`config.mk`:
```
export PLATFORM = sky130hd
export DESIGN_NAME = frame_renderer_flat
export DESIGN_NICKNAME = d
export VERILOG_FILES = /design/src/rtl/frame_renderer_if.sv /design/src/rtl/frame_renderer.sv /design/src/flat_wrapper.sv
export SDC_FILE = /design/constraint.sdc
export NUM_CORES = 1
export LEC_CHECK = 0
export CAP_MARGIN = 30
export CORE_UTILIZATION = 40
export CTS_CLUSTER_SIZE = 8
export DETAILED_ROUTE_END_ITERATION = 8
export GPL_TIMING_DRIVEN = 0
export PLACE_DENSITY = 0.65
export SKIP_CTS_REPAIR_TIMING = 1
export SKIP_LAST_GASP = 1
export SYNTH_ARGS = -nofsm -noshare
export SYNTH_HDL_FRONTEND = slang
export SYNTH_SLANG_ARGS = --single-unit
```
`constraint.sdc`:
```
create_clock -name clk_i -period 4.6 [get_ports clk_i]
set_input_delay 0.46 -clock clk_i [delete_from_list [all_inputs] [get_ports clk_i]]
set_output_delay 0.46 -clock clk_i [all_outputs]
set_load 0.05 [all_outputs]
```
`src/rtl/frame_renderer_if.sv`:
```
// Game-state and VGA output bundle between the game-logic stage, the frame
// renderer and the board pins.
interface frame_renderer_if;
  logic [15:0] bird_y;
  logic [31:0] pipe1;
  logic [31:0] pipe2;
  logic [31:0] pipe3;
  logic [31:0] coin;
  logic [1:0]  status;
  logic        hs;
  logic        vs;
  logic [11:0] rgb;
  logic        frame_start;

  modport master (
    output bird_y, pipe1, pipe2, pipe3, coin, status,
    input  hs, vs, rgb, frame_start
  );

  modport slave (
    input  bird_y, pipe1, pipe2, pipe3, coin, status,
    output hs, vs, rgb, frame_start
  );
endinterface

```
`src/rtl/frame_renderer.sv`:
```
// VGA timing generator and one-stage pixel pipeline drawing the game state,
// which is latched once per frame at the start of vertical blank.
module frame_renderer #(
  parameter int          PIX_DIV  = 4,
  parameter logic [11:0] COL_SKY  = 12'h7CF,
  parameter logic [11:0] COL_PIPE = 12'h2A2,
  parameter logic [11:0] COL_BIRD = 12'hFD0,
  parameter logic [11:0] COL_COIN = 12'hFA0,
  parameter logic [11:0] COL_DUAL = 12'h00F,
  parameter int          H_VIS    = 640,
  parameter int          H_FP     = 16,
  parameter int          H_SYNC   = 96,
  parameter int          H_BP     = 48,
  parameter int          V_VIS    = 480,
  parameter int          V_FP     = 10,
  parameter int          V_SYNC   = 2,
  parameter int          V_BP     = 33
) (
  input  logic            clk_i,
  input  logic            rst_ni,
  frame_renderer_if.slave bus
);

  localparam int H_TOTAL = H_VIS + H_FP + H_SYNC + H_BP;
  localparam int V_TOTAL = V_VIS + V_FP + V_SYNC + V_BP;
  localparam int DIV_W   = (PIX_DIV > 1) ? $clog2(PIX_DIV) : 1;

  localparam logic [DIV_W-1:0] DIV_LAST = DIV_W'(PIX_DIV - 1);
  localparam logic [9:0]  H_LAST   = 10'(H_TOTAL - 1);
  localparam logic [9:0]  V_LAST   = 10'(V_TOTAL - 1);
  localparam logic [9:0]  H_VIS_C  = 10'(H_VIS);
  localparam logic [9:0]  V_VIS_C  = 10'(V_VIS);
  localparam logic [9:0]  HS_FIRST = 10'(H_VIS + H_FP);
  localparam logic [9:0]  HS_LAST  = 10'(H_VIS + H_FP + H_SYNC - 1);
  localparam logic [9:0]  VS_FIRST = 10'(V_VIS + V_FP);
  localparam logic [9:0]  VS_LAST  = 10'(V_VIS + V_FP + V_SYNC - 1);
  localparam logic [9:0]  H_EDGE   = 10'(H_VIS - 5);
  localparam logic [9:0]  V_EDGE   = 10'(V_VIS - 5);
  localparam logic [9:0]  Y_TOP    = 10'(V_VIS - 1);
  localparam logic [10:0] BIRD_L   = 11'd40;
  localparam logic [10:0] BIRD_R   = 11'd55;

  logic [DIV_W-1:0] div_q;
  logic [9:0]  hcnt_q, vcnt_q, hcnt_d, vcnt_d;
  logic        tick, latch;

  logic [9:0]  birdY_q;
  logic [27:0] pipe1_q, pipe2_q, pipe3_q;
  logic        coinVis_q;
  logic [19:0] coin_q;
  logic [1:0]  status_q;

  logic        hs_q, vs_q, frameStart_q;
  logic [11:0] rgb_q;
  logic        hs_d, vs_d;
  logic [11:0] rgb_d;

  logic [10:0] pxH, pxY;
  logic        visible, border, birdHit, coinHit, pipeAny;

  logic unused_ok;
  assign unused_ok = ^{bus.bird_y[15:10], bus.pipe1[31:28], bus.pipe2[31:28],
                       bus.pipe3[31:28], bus.coin[30:20]};

  // All compares are 11 bits wide so right/top edges never wrap past 1023.
  function automatic logic pipeHit(input logic [27:0] p, input logic [10:0] x,
                                   input logic [10:0] y);
    logic [10:0] left, gapLo, gapHi;
    left  = {1'b0, p[19:10]};
    gapLo = {1'b0, p[9:0]};
    gapHi = gapLo + {3'b000, p[27:20]};
    return (x >= left) && (x <= left + 11'd49) && ((y <= gapLo) || (y >= gapHi));
  endfunction

  always_comb begin
    tick   = (div_q == DIV_LAST);
    latch  = tick && (hcnt_q == 10'd0) && (vcnt_q == V_VIS_C);
    hcnt_d = hcnt_q + 10'd1;
    vcnt_d = vcnt_q;
    if (hcnt_q == H_LAST) begin
      hcnt_d = 10'd0;
      vcnt_d = (vcnt_q == V_LAST) ? 10'd0 : vcnt_q + 10'd1;
    end
  end

  always_comb begin
    pxH     = {1'b0, hcnt_q};
    pxY     = {1'b0, Y_TOP - vcnt_q};
    visible = (hcnt_q < H_VIS_C) && (vcnt_q < V_VIS_C);
    border  = (status_q == 2'b11) &&
              ((hcnt_q < 10'd4) || (hcnt_q > H_EDGE) || (vcnt_q < 10'd4) || (vcnt_q > V_EDGE));
    birdHit = (pxH >= BIRD_L) && (pxH <= BIRD_R) &&
              (pxY >= {1'b0, birdY_q}) && (pxY <= {1'b0, birdY_q} + 11'd15);
    coinHit = coinVis_q &&
              (pxH >= {1'b0, coin_q[9:0]}) && (pxH <= {1'b0, coin_q[9:0]} + 11'd15) &&
              (pxY >= {1'b0, coin_q[19:10]}) && (pxY <= {1'b0, coin_q[19:10]} + 11'd15);
    pipeAny = pipeHit(pipe1_q, pxH, pxY) || pipeHit(pipe2_q, pxH, pxY) ||
              pipeHit(pipe3_q, pxH, pxY);

    rgb_d = COL_SKY;
    if (!visible)     rgb_d = 12'h000;
    else if (border)  rgb_d = COL_DUAL;
    else if (birdHit) rgb_d = COL_BIRD;
    else if (coinHit) rgb_d = COL_COIN;
    else if (pipeAny) rgb_d = COL_PIPE;

    hs_d = !((hcnt_q >= HS_FIRST) && (hcnt_q <= HS_LAST));
    vs_d = !((vcnt_q >= VS_FIRST) && (vcnt_q <= VS_LAST));
  end

  // Colour and syncs share one register stage so they leave aligned.
  always_ff @(posedge clk_i or negedge rst_ni) begin
    if (!rst_ni) begin
      div_q        <= '0;
      hcnt_q       <= '0;
      vcnt_q       <= '0;
      hs_q         <= 1'b1;
      vs_q         <= 1'b1;
      rgb_q        <= '0;
      frameStart_q <= 1'b0;
      birdY_q      <= 10'd240;
      pipe1_q      <= '0;
      pipe2_q      <= '0;
      pipe3_q      <= '0;
      coinVis_q    <= 1'b0;
      coin_q       <= '0;
      status_q     <= 2'b00;
    end else begin
      frameStart_q <= latch;
      if (tick) begin
        div_q  <= '0;
        hcnt_q <= hcnt_d;
        vcnt_q <= vcnt_d;
        hs_q   <= hs_d;
        vs_q   <= vs_d;
        rgb_q  <= rgb_d;
      end else begin
        div_q <= div_q + DIV_W'(1);
      end
      if (latch) begin
        birdY_q   <= bus.bird_y[9:0];
        pipe1_q   <= bus.pipe1[27:0];
        pipe2_q   <= bus.pipe2[27:0];
        pipe3_q   <= bus.pipe3[27:0];
        coinVis_q <= bus.coin[31];
        coin_q    <= bus.coin[19:0];
        status_q  <= bus.status;
      end
    end
  end

  assign bus.hs          = hs_q;
  assign bus.vs          = vs_q;
  assign bus.rgb         = rgb_q;
  assign bus.frame_start = frameStart_q;

endmodule

```
`src/flat_wrapper.sv`:
```
// flat-port wrapper written by rule: the top's interface ports become plain ports
module frame_renderer_flat 
#(
  parameter int          PIX_DIV  = 4,
  parameter logic [11:0] COL_SKY  = 12'h7CF,
  parameter logic [11:0] COL_PIPE = 12'h2A2,
  parameter logic [11:0] COL_BIRD = 12'hFD0,
  parameter logic [11:0] COL_COIN = 12'hFA0,
  parameter logic [11:0] COL_DUAL = 12'h00F,
  parameter int          H_VIS    = 640,
  parameter int          H_FP     = 16,
  parameter int          H_SYNC   = 96,
  parameter int          H_BP     = 48,
  parameter int          V_VIS    = 480,
  parameter int          V_FP     = 10,
  parameter int          V_SYNC   = 2,
  parameter int          V_BP     = 33
)
  (clk_i, rst_ni, bus_bird_y, bus_pipe1, bus_pipe2, bus_pipe3, bus_coin, bus_status, bus_hs, bus_vs, bus_rgb, bus_frame_start);
  frame_renderer_if bus_i ();
  input  logic clk_i;
  input  logic rst_ni;
  input wire logic [$bits(bus_i.bird_y)-1:0] bus_bird_y;
  input wire logic [$bits(bus_i.pipe1)-1:0] bus_pipe1;
  input wire logic [$bits(bus_i.pipe2)-1:0] bus_pipe2;
  input wire logic [$bits(bus_i.pipe3)-1:0] bus_pipe3;
  input wire logic [$bits(bus_i.coin)-1:0] bus_coin;
  input wire logic [$bits(bus_i.status)-1:0] bus_status;
  output wire logic [$bits(bus_i.hs)-1:0] bus_hs;
  output wire logic [$bits(bus_i.vs)-1:0] bus_vs;
  output wire logic [$bits(bus_i.rgb)-1:0] bus_rgb;
  output wire logic [$bits(bus_i.frame_start)-1:0] bus_frame_start;
  assign bus_i.bird_y = bus_bird_y;
  assign bus_i.pipe1 = bus_pipe1;
  assign bus_i.pipe2 = bus_pipe2;
  assign bus_i.pipe3 = bus_pipe3;
  assign bus_i.coin = bus_coin;
  assign bus_i.status = bus_status;
  assign bus_hs = bus_i.hs;
  assign bus_vs = bus_i.vs;
  assign bus_rgb = bus_i.rgb;
  assign bus_frame_start = bus_i.frame_start;
  frame_renderer #(.PIX_DIV(PIX_DIV), .COL_SKY(COL_SKY), .COL_PIPE(COL_PIPE), .COL_BIRD(COL_BIRD), .COL_COIN(COL_COIN), .COL_DUAL(COL_DUAL), .H_VIS(H_VIS), .H_FP(H_FP), .H_SYNC(H_SYNC), .H_BP(H_BP), .V_VIS(V_VIS), .V_FP(V_FP), .V_SYNC(V_SYNC), .V_BP(V_BP)) u_core (.clk_i(clk_i), .rst_ni(rst_ni), .bus(bus_i));
endmodule
```
# == Word-level counts from Yosys, hierarchy flattened ==
# Index checks and enable logic that the tools add are counted.
# classes
eq_ne,5
n_reduce_logical,31
muxes,8
addsub,13
n_lt_le_gt_ge,30
# ops
operator,n
$le A10 B11 Y1,6
$ge A10 B10 Y1,6
$mux W12,4
$add A10 B4 Y11 const B,3
$add A10 B6 Y11 const B,3
$add A10 B8 Y11,3
$ge A10 B11 Y1,3
$le A10 B10 Y1,3
$add A10 B1 Y10 const B,2
$eq A10 B10 Y1 const B,2
$lt A10 B3 Y1 const B,2
$mux W10,2
$logic_and A1 B1 Y1,19
$mux W11,1
$eq A10 B9 Y1 const B,1
$ge A10 B10 Y1 const B,1
$ge A10 B6 Y1 const B,1
$ge A10 B9 Y1 const B,1
$gt A10 B10 Y1 const B,1
$gt A10 B9 Y1 const B,1
$le A10 B10 Y1 const B,1
$le A10 B6 Y1 const B,1
$le A10 B9 Y1 const B,1
$logic_not A10 Y1,1
other kinds (9),18
# word_totals
elab_cells,101
reg_bits,154
output_inout_bits,15
input_bits,148

# == Depth between registers and ports, before layout ==
# Gate-level depths: netlist (run 1).
# depth
word_depth,11
depth_mapped,18
depth_no_buf,18

# == Worst setup path after synthesis (run 1) ==
# OpenSTA, ideal clock, no wires.
# synth_path
path_kind,register -> register
startpoint,reg u_core.vcnt_q[5]
endpoint,reg u_core.rgb_q[10] (netlist: u_core.bus.rgb[10])
arrival_time_ns,3.220
setup_ns,0.127
path_buffers,0
path_slack_ns,1.253
period_less_slack_ns,3.347
stages_incl_launch_ff,13
t_required_ns,4.473
path_cell_list,dfrtp_1 ha_1 nand3_1 xnor2_1 ha_1 and4_1 nand4b_1 o211ai_1 a21oi_1 nor3_1 o32a_1 o21a_1 a221o_2
# synth_via
elab_chain_len,11
elab_cells_between_ends,35
classes_between,1 x add/sub; 13 x order compare; 5 x mux; 16 x reduce/logical
# synth_lines
item,line,text
"start, declared",frame_renderer.sv:44,"logic [9:0] hcnt_q, vcnt_q, hcnt_d, vcnt_d;"
"start signal, assigned",frame_renderer.sv:133,vcnt_q <= vcnt_d;
$sub A9 B10 Y10,frame_renderer.sv:88,"pxY = {1'b0, Y_TOP - vcnt_q};"
$ge A10 B11 Y1 / $le A10 B10 Y1 (equally long branches),frame_renderer.sv:72,return (x >= left) && (x <= left + 11'd49) && ((y <= gapLo) || (y >= gapHi));
$logic_or A1 B1 Y1,frame_renderer.sv:72,
$logic_and A1 B1 Y1,frame_renderer.sv:72,
$logic_or A1 B1 Y1 (2 in a row),frame_renderer.sv:97,"pipeAny = pipeHit(pipe1_q, pxH, pxY) || pipeHit(pipe2_q, pxH, pxY) ||"
$mux W11,frame_renderer.sv:105,else if (pipeAny) rgb_d = COL_PIPE;
$mux W12,frame_renderer.sv:104,else if (coinHit) rgb_d = COL_COIN;
$mux W12,frame_renderer.sv:103,else if (birdHit) rgb_d = COL_BIRD;
$mux W12,frame_renderer.sv:102,else if (border) rgb_d = COL_DUAL;
$mux W12 (*),frame_renderer.sv:101,if (!visible) rgb_d = 12'h000;
"end signal, assigned",frame_renderer.sv:136,rgb_q <= rgb_d;
"end, declared",frame_renderer.sv:54,logic [11:0] rgb_q;
# Every way passes the cells marked *; elsewhere a longest branch is shown, timed or not.
# A chain may end at the register's enable or synchronous reset.

# == Worst setup path in the final report (run 1) ==
# layout_path
startpoint,reg u_core.vcnt_q[5]
endpoint,reg u_core.rgb_q[6] (netlist: u_core.bus.rgb[6])
# The elaborated chain is that of the path after synthesis.

==> results of run 1 <==
==> flip-flops by register name (all words and copies together) (netlist names) <==
signal and count:
u_core.status_q 2, u_core.pipe3_q 28, u_core.bus.frame_start 1, u_core.bus.vs 1, u_core.coin_q 20, u_core.hcnt_q 10, u_core.vcnt_q 10, u_core.coinVis_q 1
u_core.div_q 2, u_core.bus.hs 1, u_core.birdY_q 10, u_core.pipe2_q 28, u_core.pipe1_q 28, u_core.bus.rgb 8
==> worst register-to-register path: stages (launching register included) <==
cell and delay, ns:
dfrtp_1 0.87, ha_1 0.35, nand3_1 0.23, xnor2_2 0.47, buf_4 0.25, ha_1 0.26
and4_1 0.22, nand4b_1 0.11, o211ai_1 0.10, a21oi_1 0.13, nor3_1 0.10, o32a_1 0.42
o21a_1 0.20, a311o_1 0.37
==> per-layer routing <==
metal	up-vias	wire length, um	global-route usage
li1	4990	-	-
met1	4771	14700	0.290
met2	232	14900	0.368
met3	36	1370	0.0289
met4	0	513	0.0574
met5	-	0	0
==> area by class of cell <==
| cell class | instances | area, um2 |
|---|---|---|
| plain buffers | 34 | 178 |
| flip-flops and latches | 150 | 3760 |
| well taps | 384 | 480 |
| fillers | 2753 | 14700 |
| clock buffers | 19 | 443 |
| multi-input cells | 1007 | 7510 |
| clock inverters | 13 | 133 |
| repair buffers | 137 | 1380 |
| inverters | 122 | 458 |
==> cells by family after synthesis <==
group,count (synthesis)
and+or+nand+nor,347
DFF,150
muxes,27
adders and majority gates,219
AOI/OAI and AO/OA,326
buffers and inverters,156
xor gates and xnor gates,88
==> synth_stat cells (2+ instances only) <==
cell type,n,area [um2]
o21bai_1,7,52.6
a31oi_1,8,50.1
o21ai_0,138,691
or4_1,3,22.5
o2111ai_1,2,17.5
a211oi_1,9,67.6
clkbuf_1,11,41.3
nand3b_1,3,22.5
o31ai_1,5,37.5
dfstp_2,6,158
a2111oi_0,6,52.6
nand2b_1,13,81.3
and3_1,10,62.6
a21oi_1,70,350
nand4_1,24,150
ha_1,216,2700
nand4b_1,3,26.3
buf_2,13,65.1
o22ai_1,3,18.8
o32a_1,3,30.0
nor3_1,24,120
a211o_1,6,52.6
xnor2_1,77,674
o21a_1,16,120
nor2_1,45,169
nand3_1,34,170
mux2_2,27,304
nor4_1,10,62.6
o211ai_1,6,45.0
inv_1,122,458
o32ai_1,2,17.5
and4_1,6,52.6
or3_1,3,18.8
nand2_1,150,563
a21o_1,26,195
dfrtp_1,144,3600
buf_4,9,67.6
a41oi_1,4,35.0
fa_1,3,60.1
xor2_1,11,96.3
nor2b_1,12,75.1
o221ai_1,2,17.5
==> power by group <==
| group | internal (mW) | switching [mW] | total [mW] | leakage, nW |
|---|---|---|---|---|
| registers | 1.32 | 0 | 1.32 | 1.59 |
| clock network | 0.809 | 0.594 | 1.40 | 0.275 |
| logic | 0.0904 | 0.0447 | 0.135 | 5.00 |
| total | 2.22 | 0.639 | 2.86 | 6.86 |
==> worst paths after layout <==
check                                     end  slack, ns  depth (start not counted)
max                         u_core.bus.rgb[6]       0.40                         13
min                        u_core.pipe2_q[24]       0.06                          1
max reg2reg                 u_core.bus.rgb[6]       0.40                         13
min reg2reg                   u_core.div_q[0]       0.43                          1
max in group asynchronous   u_core.birdY_q[5]       3.67                          2
min in group clk_i            u_core.div_q[0]       0.43                          1
==> results.sh, run 1 <==
export IMPL_crit_start="u_core.vcnt_q[5]"
export IMPL_htree_levels=4
export IMPL_cts_sinks=150
export IMPL_grt_first_pass_wirelength_um=52500
export IMPL_num_io_pins=163
export IMPL_worstSetupEndpointType="register"
export IMPL_place_area_mm2=0.0138
export IMPL_gp_congestion=0.838
export IMPL_final_layout_size_suffix_gt1_frac=0.0682
export IMPL_hpwl_um=24200
export IMPL_vdd_drop_max_mv=0.262
export IMPL_final_nets=1836
export IMPL_synth_fa_ha_area_frac=0.232
export IMPL_die_h_um=174
export IMPL_yosysSeqAreaShare=0.316
export IMPL_diodes=0
export IMPL_place_port_buffers=133
export IMPL_ys_async_sr_fraction=1.00
export IMPL_synth_cells=1313
export IMPL_slowest_stage="dfrtp_1"
export IMPL_clkLatencyLatePin_ns=0.44
export IMPL_routed_via_density=5.37
export IMPL_grt_antenna_before_repair=0
export IMPL_synth_top_family_by_area="adder cells"
export IMPL_avgSynthCellArea_um2=9.06
export IMPL_worst_path_largest_cell_delay_ns=0.87
export IMPL_cp_start_kind="register"
export IMPL_synth_xor_area_frac=0.0648
export IMPL_design_core_area_mm2=0.0290
export IMPL_drt_wirelength_per_cell_um=16.9
export IMPL_rows=62
export IMPL_post_place_ws_ns=0.229
export IMPL_p_total_mw=2.86
export IMPL_overflow=0
export IMPL_drv_slew=0
export IMPL_synth_compound_area_share=0.166
export IMPL_rsz0062_at_grt="false"
export IMPL_fin_area_mm2=0.0143
export IMPL_setup_tns_ns=0
export IMPL_wl_um=31600
export IMPL_crit_path_frequent_cell="ha_1"
export IMPL_reg2reg_from="u_core.vcnt_q[5]"
export IMPL_clockBufferDepth=2
export IMPL_hold_violations=0
export IMPL_critPathKind="reg -> reg"
export IMPL_synth_area_mm2=0.0119
export IMPL_numCtsBuffers=17
export IMPL_dominantRegCellSynth="dfrtp_1"
export IMPL_fin_crit_ns=4.20
export IMPL_p_leak_nw=6.86
export IMPL_syn_nets=1680
export IMPL_yosys_warnings=0
export IMPL_finalNonFillerCells=1866
export IMPL_grt_pass1_vias=10400
export IMPL_slew_headroom=0.419
export IMPL_setup_slack_ns=0.400
export IMPL_dp_cells=1834
export IMPL_drtPass1Iterations=5
export IMPL_synth_distinct_cells=63
export IMPL_post_route_period_util=0.913
export IMPL_die_w_um=174
export IMPL_drc=0
export IMPL_initial_core_util=0.410
export IMPL_synth_seq_cells=150
export IMPL_clockRootBuffer="clkbuf_16"
export IMPL_status="finished clean"
export IMPL_cp_cell_sequence="ha_1, nand3_1, xnor2_2, buf_4, ha_1, and4_1, nand4b_1, o211ai_1, a21oi_1, nor3_1, o32a_1, o21a_1, a311o_1"
export IMPL_synth_edf_count=0
export IMPL_via_count=10000
export IMPL_grt_util_all_layers=0.217
export IMPL_fin_skew_ns=0.0191
export IMPL_tightest_slew_ns=0.865
export IMPL_final_common_cell="ha_1"
export IMPL_yosys_area_share_simple=0.141
export IMPL_critPathBufInv=1
export IMPL_final_cell_mix="ha_1 (216), nand2_1 (150), dfrtp_1 (144), o21ai_0 (138), clkdlybuf4s50_1 (132)"
export IMPL_clock_fmax_ghz=0.238
export IMPL_cp_top_family="compound AO/OA/AOI/OAI gates"
export IMPL_arrival_ns=4.51
export IMPL_required_ns=4.91
export IMPL_hp_class="in -> async"
export IMPL_finalSetupViolCount=0
export IMPL_dieArea_mm2=0.0304
export IMPL_syn_to_final_growth_pct=20.6
export IMPL_cts_tree="done"
export IMPL_grt_max_degree=80
export IMPL_drv_cap=0
export IMPL_drt_iter0_drc=608
export IMPL_whs_ns=0.0576
export IMPL_ant_nets=0
export IMPL_final_util=0.494
export IMPL_clk_pin_slew_ns=0.07
export IMPL_synth_mux_area_frac=0.0256
export IMPL_critPathMaxFanout=15
export IMPL_pwr_density_cell_mw_per_mm2=199
(Power assumes the default switching activity.)
==> run 2, diff against run 1 <==
--- a/config.mk
+++ b/config.mk
@@ -7,6 +7,7 @@
 export LEC_CHECK = 0
 export CAP_MARGIN = 30
 export CORE_UTILIZATION = 40
+export CTS_BUF_LIST = sky130_fd_sc_hd__clkbuf_16
 export CTS_CLUSTER_SIZE = 8
 export DETAILED_ROUTE_END_ITERATION = 8
 export GPL_TIMING_DRIVEN = 0
==> run 2 against run 1 <==
  * Non-clock buffer count did not move
  * Total power fell by 0.70%
  * Sequential power barely moved
  * Clock power barely moved
  * Cell count did not move
  * Worst setup slack improved by 0.014 ns
  * Clock-buffer cell count fell by 2
  * First-iteration DRC count did not move
  * Worst hold slack improved by 0.00076 ns
  * Global-route usage did not move
==> results.sh, run 2 (synthesized netlist as in run 1, its figures left out) <==
export IMPL_p_leak_nw=6.85
export IMPL_post_route_period_util=0.910
export IMPL_hold_violations=0
export IMPL_drv_cap=0
export IMPL_drc=0
export IMPL_critPathKind="reg -> reg"
export IMPL_slew_headroom=0.420
export IMPL_clkLatencyLatePin_ns=0.44
export IMPL_arrival_ns=4.50
export IMPL_grt_antenna_before_repair=0
export IMPL_cp_top_family="compound AO/OA/AOI/OAI gates"
export IMPL_pwr_density_cell_mw_per_mm2=198
export IMPL_grt_first_pass_wirelength_um=52500
export IMPL_clock_fmax_ghz=0.239
export IMPL_cp_start_kind="register"
export IMPL_die_h_um=174
export IMPL_tightest_slew_ns=0.863
export IMPL_finalSetupViolCount=0
export IMPL_rsz0062_at_grt="false"
export IMPL_final_cell_mix="ha_1 (216), nand2_1 (150), dfrtp_1 (144), o21ai_0 (138), clkdlybuf4s50_1 (132)"
export IMPL_finalNonFillerCells=1866
export IMPL_worst_path_largest_cell_delay_ns=0.87
export IMPL_hpwl_um=24200
export IMPL_seq_area_mm2=0.00376
export IMPL_final_layout_size_suffix_gt1_frac=0.0675
export IMPL_drtPass1Iterations=5
export IMPL_fin_crit_ns=4.19
export IMPL_multi_input_area_mm2=0.00751
export IMPL_crit_path_frequent_cell="ha_1"
export IMPL_worstSetupEndpointType="register"
export IMPL_drt_iter0_drc=608
export IMPL_critPathMaxFanout=15
export IMPL_slowest_stage="dfrtp_1"
export IMPL_clockPowerShare=0.487
export IMPL_whs_ns=0.0584
export IMPL_numCtsBuffers=17
export IMPL_required_ns=4.91
export IMPL_ant_nets=0
export IMPL_p_int_mw=2.20
export IMPL_fin_skew_ns=0.0196
export IMPL_place_port_buffers=133
export IMPL_clockRootBuffer="clkbuf_16"
export IMPL_clockBufferDepth=2
export IMPL_htree_levels=4
export IMPL_final_common_cell="ha_1"
export IMPL_wl_um=31500
export IMPL_critPathBufInv=1
export IMPL_via_count=10000
export IMPL_drt_wirelength_per_cell_um=16.9
export IMPL_cts_tree="done"
export IMPL_design_core_area_mm2=0.0290
export IMPL_final_util=0.494
export IMPL_rows=62
export IMPL_overflow=0
export IMPL_pwr_share_seq=0.465
export IMPL_routed_via_density=5.37
export IMPL_cts_sinks=150
export IMPL_swShare=0.225
export IMPL_nFillCells=2754
export IMPL_dieArea_mm2=0.0304
export IMPL_initial_core_util=0.410
export IMPL_grt_max_degree=80
export IMPL_dp_cells=1834
export IMPL_hp_class="in -> async"
export IMPL_grt_util_all_layers=0.217
export IMPL_diodes=0
export IMPL_p_total_mw=2.84
export IMPL_netSwitchingPower_mw=0.638
export IMPL_cp_cell_sequence="ha_1, nand3_1, xnor2_2, buf_4, ha_1, and4_1, nand4b_1, o211ai_1, a21oi_1, nor3_1, o32a_1, o21a_1, a311o_1"
export IMPL_final_nets=1836
export IMPL_status="finished clean"
export IMPL_drv_slew=0
export IMPL_syn_to_final_growth_pct=20.5
export IMPL_top_regs="u_core.pipe1_q (28), u_core.pipe2_q (28), u_core.pipe3_q (28)"
export IMPL_p_comb_frac=0.048
export IMPL_grt_pass1_vias=10400
export IMPL_gp_congestion=0.838
export IMPL_vdd_drop_max_mv=0.261
export IMPL_die_w_um=174
export IMPL_num_io_pins=163
export IMPL_clk_pin_slew_ns=0.07
run 2: final timing paths:
kind | cells after the start | slack [ns] | to | from
max in group asynchronous | 2 | 3.66 | u_core.birdY_q[5] | rst_ni
min in group clk_i | 1 | 0.43 | u_core.div_q[0] | u_core.div_q[0]
min reg2reg | 1 | 0.43 | u_core.div_q[0] | u_core.div_q[0]
max | 13 | 0.41 | u_core.bus.rgb[6] | u_core.vcnt_q[5]
min | 1 | 0.06 | u_core.pipe2_q[24] | rst_ni
max reg2reg | 13 | 0.41 | u_core.bus.rgb[6] | u_core.vcnt_q[5]
run 2: layout make-up:
class | count | area share
Multi-Input combinational cell | 1007 | 0.524
Timing Repair Buffer | 137 | 0.0965
Sequential cell | 150 | 0.262
Buffer | 34 | 0.0124
Clock buffer | 17 | 0.0297
Clock inverter | 15 | 0.00978
Inverter | 122 | 0.0320
Tap cell | 384 | 0.0335
run 2: stage by stage:
stage	setup TNS (ns)	cell area [um2]	setup slack [ns]
finish	0	14300	0.413
global placement	-468.34	13700	-3.22
floorplan	0	11900	1.25
CTS	0	14300	0.220
detailed placement	0	13800	0.229
global route	0	14300	0.211
run 2: layer usage:
metal | wire length, um | vias to the layer above | global-route usage
li1 | - | 4990 | -
met4 | 512 | 0 | 0.0574
met3 | 1330 | 36 | 0.0289
met2 | 14900 | 227 | 0.368
met5 | 0 | - | 0
met1 | 14800 | 4773 | 0.290
run 2: worst register-to-register path, delay by kind of cell (launching register included):
kind                     cells  cell delay [ns]
AO/OA/AOI/OAI                5             1.20
XOR/XNOR                     1             0.47
adder cells (fa/ha/maj)      2             0.62
buffers and inverters        1             0.25
flip-flops                   1             0.87
AND/OR/NAND/NOR              4             0.66
run 2: power by group through the flow:
| stage | combinational [mW] | sequential [mW] | clock [mW] |
|---|---|---|---|
| floorplan | 0.00107 | 1.34 | 0 |
| global placement | 0.135 | 1.34 | 0 |
| detailed placement | 0.138 | 1.34 | 0 |
| CTS | 0.139 | 1.32 | 1.41 |
| global route | 0.147 | 1.32 | 1.46 |
| finish | 0.135 | 1.32 | 1.38 |
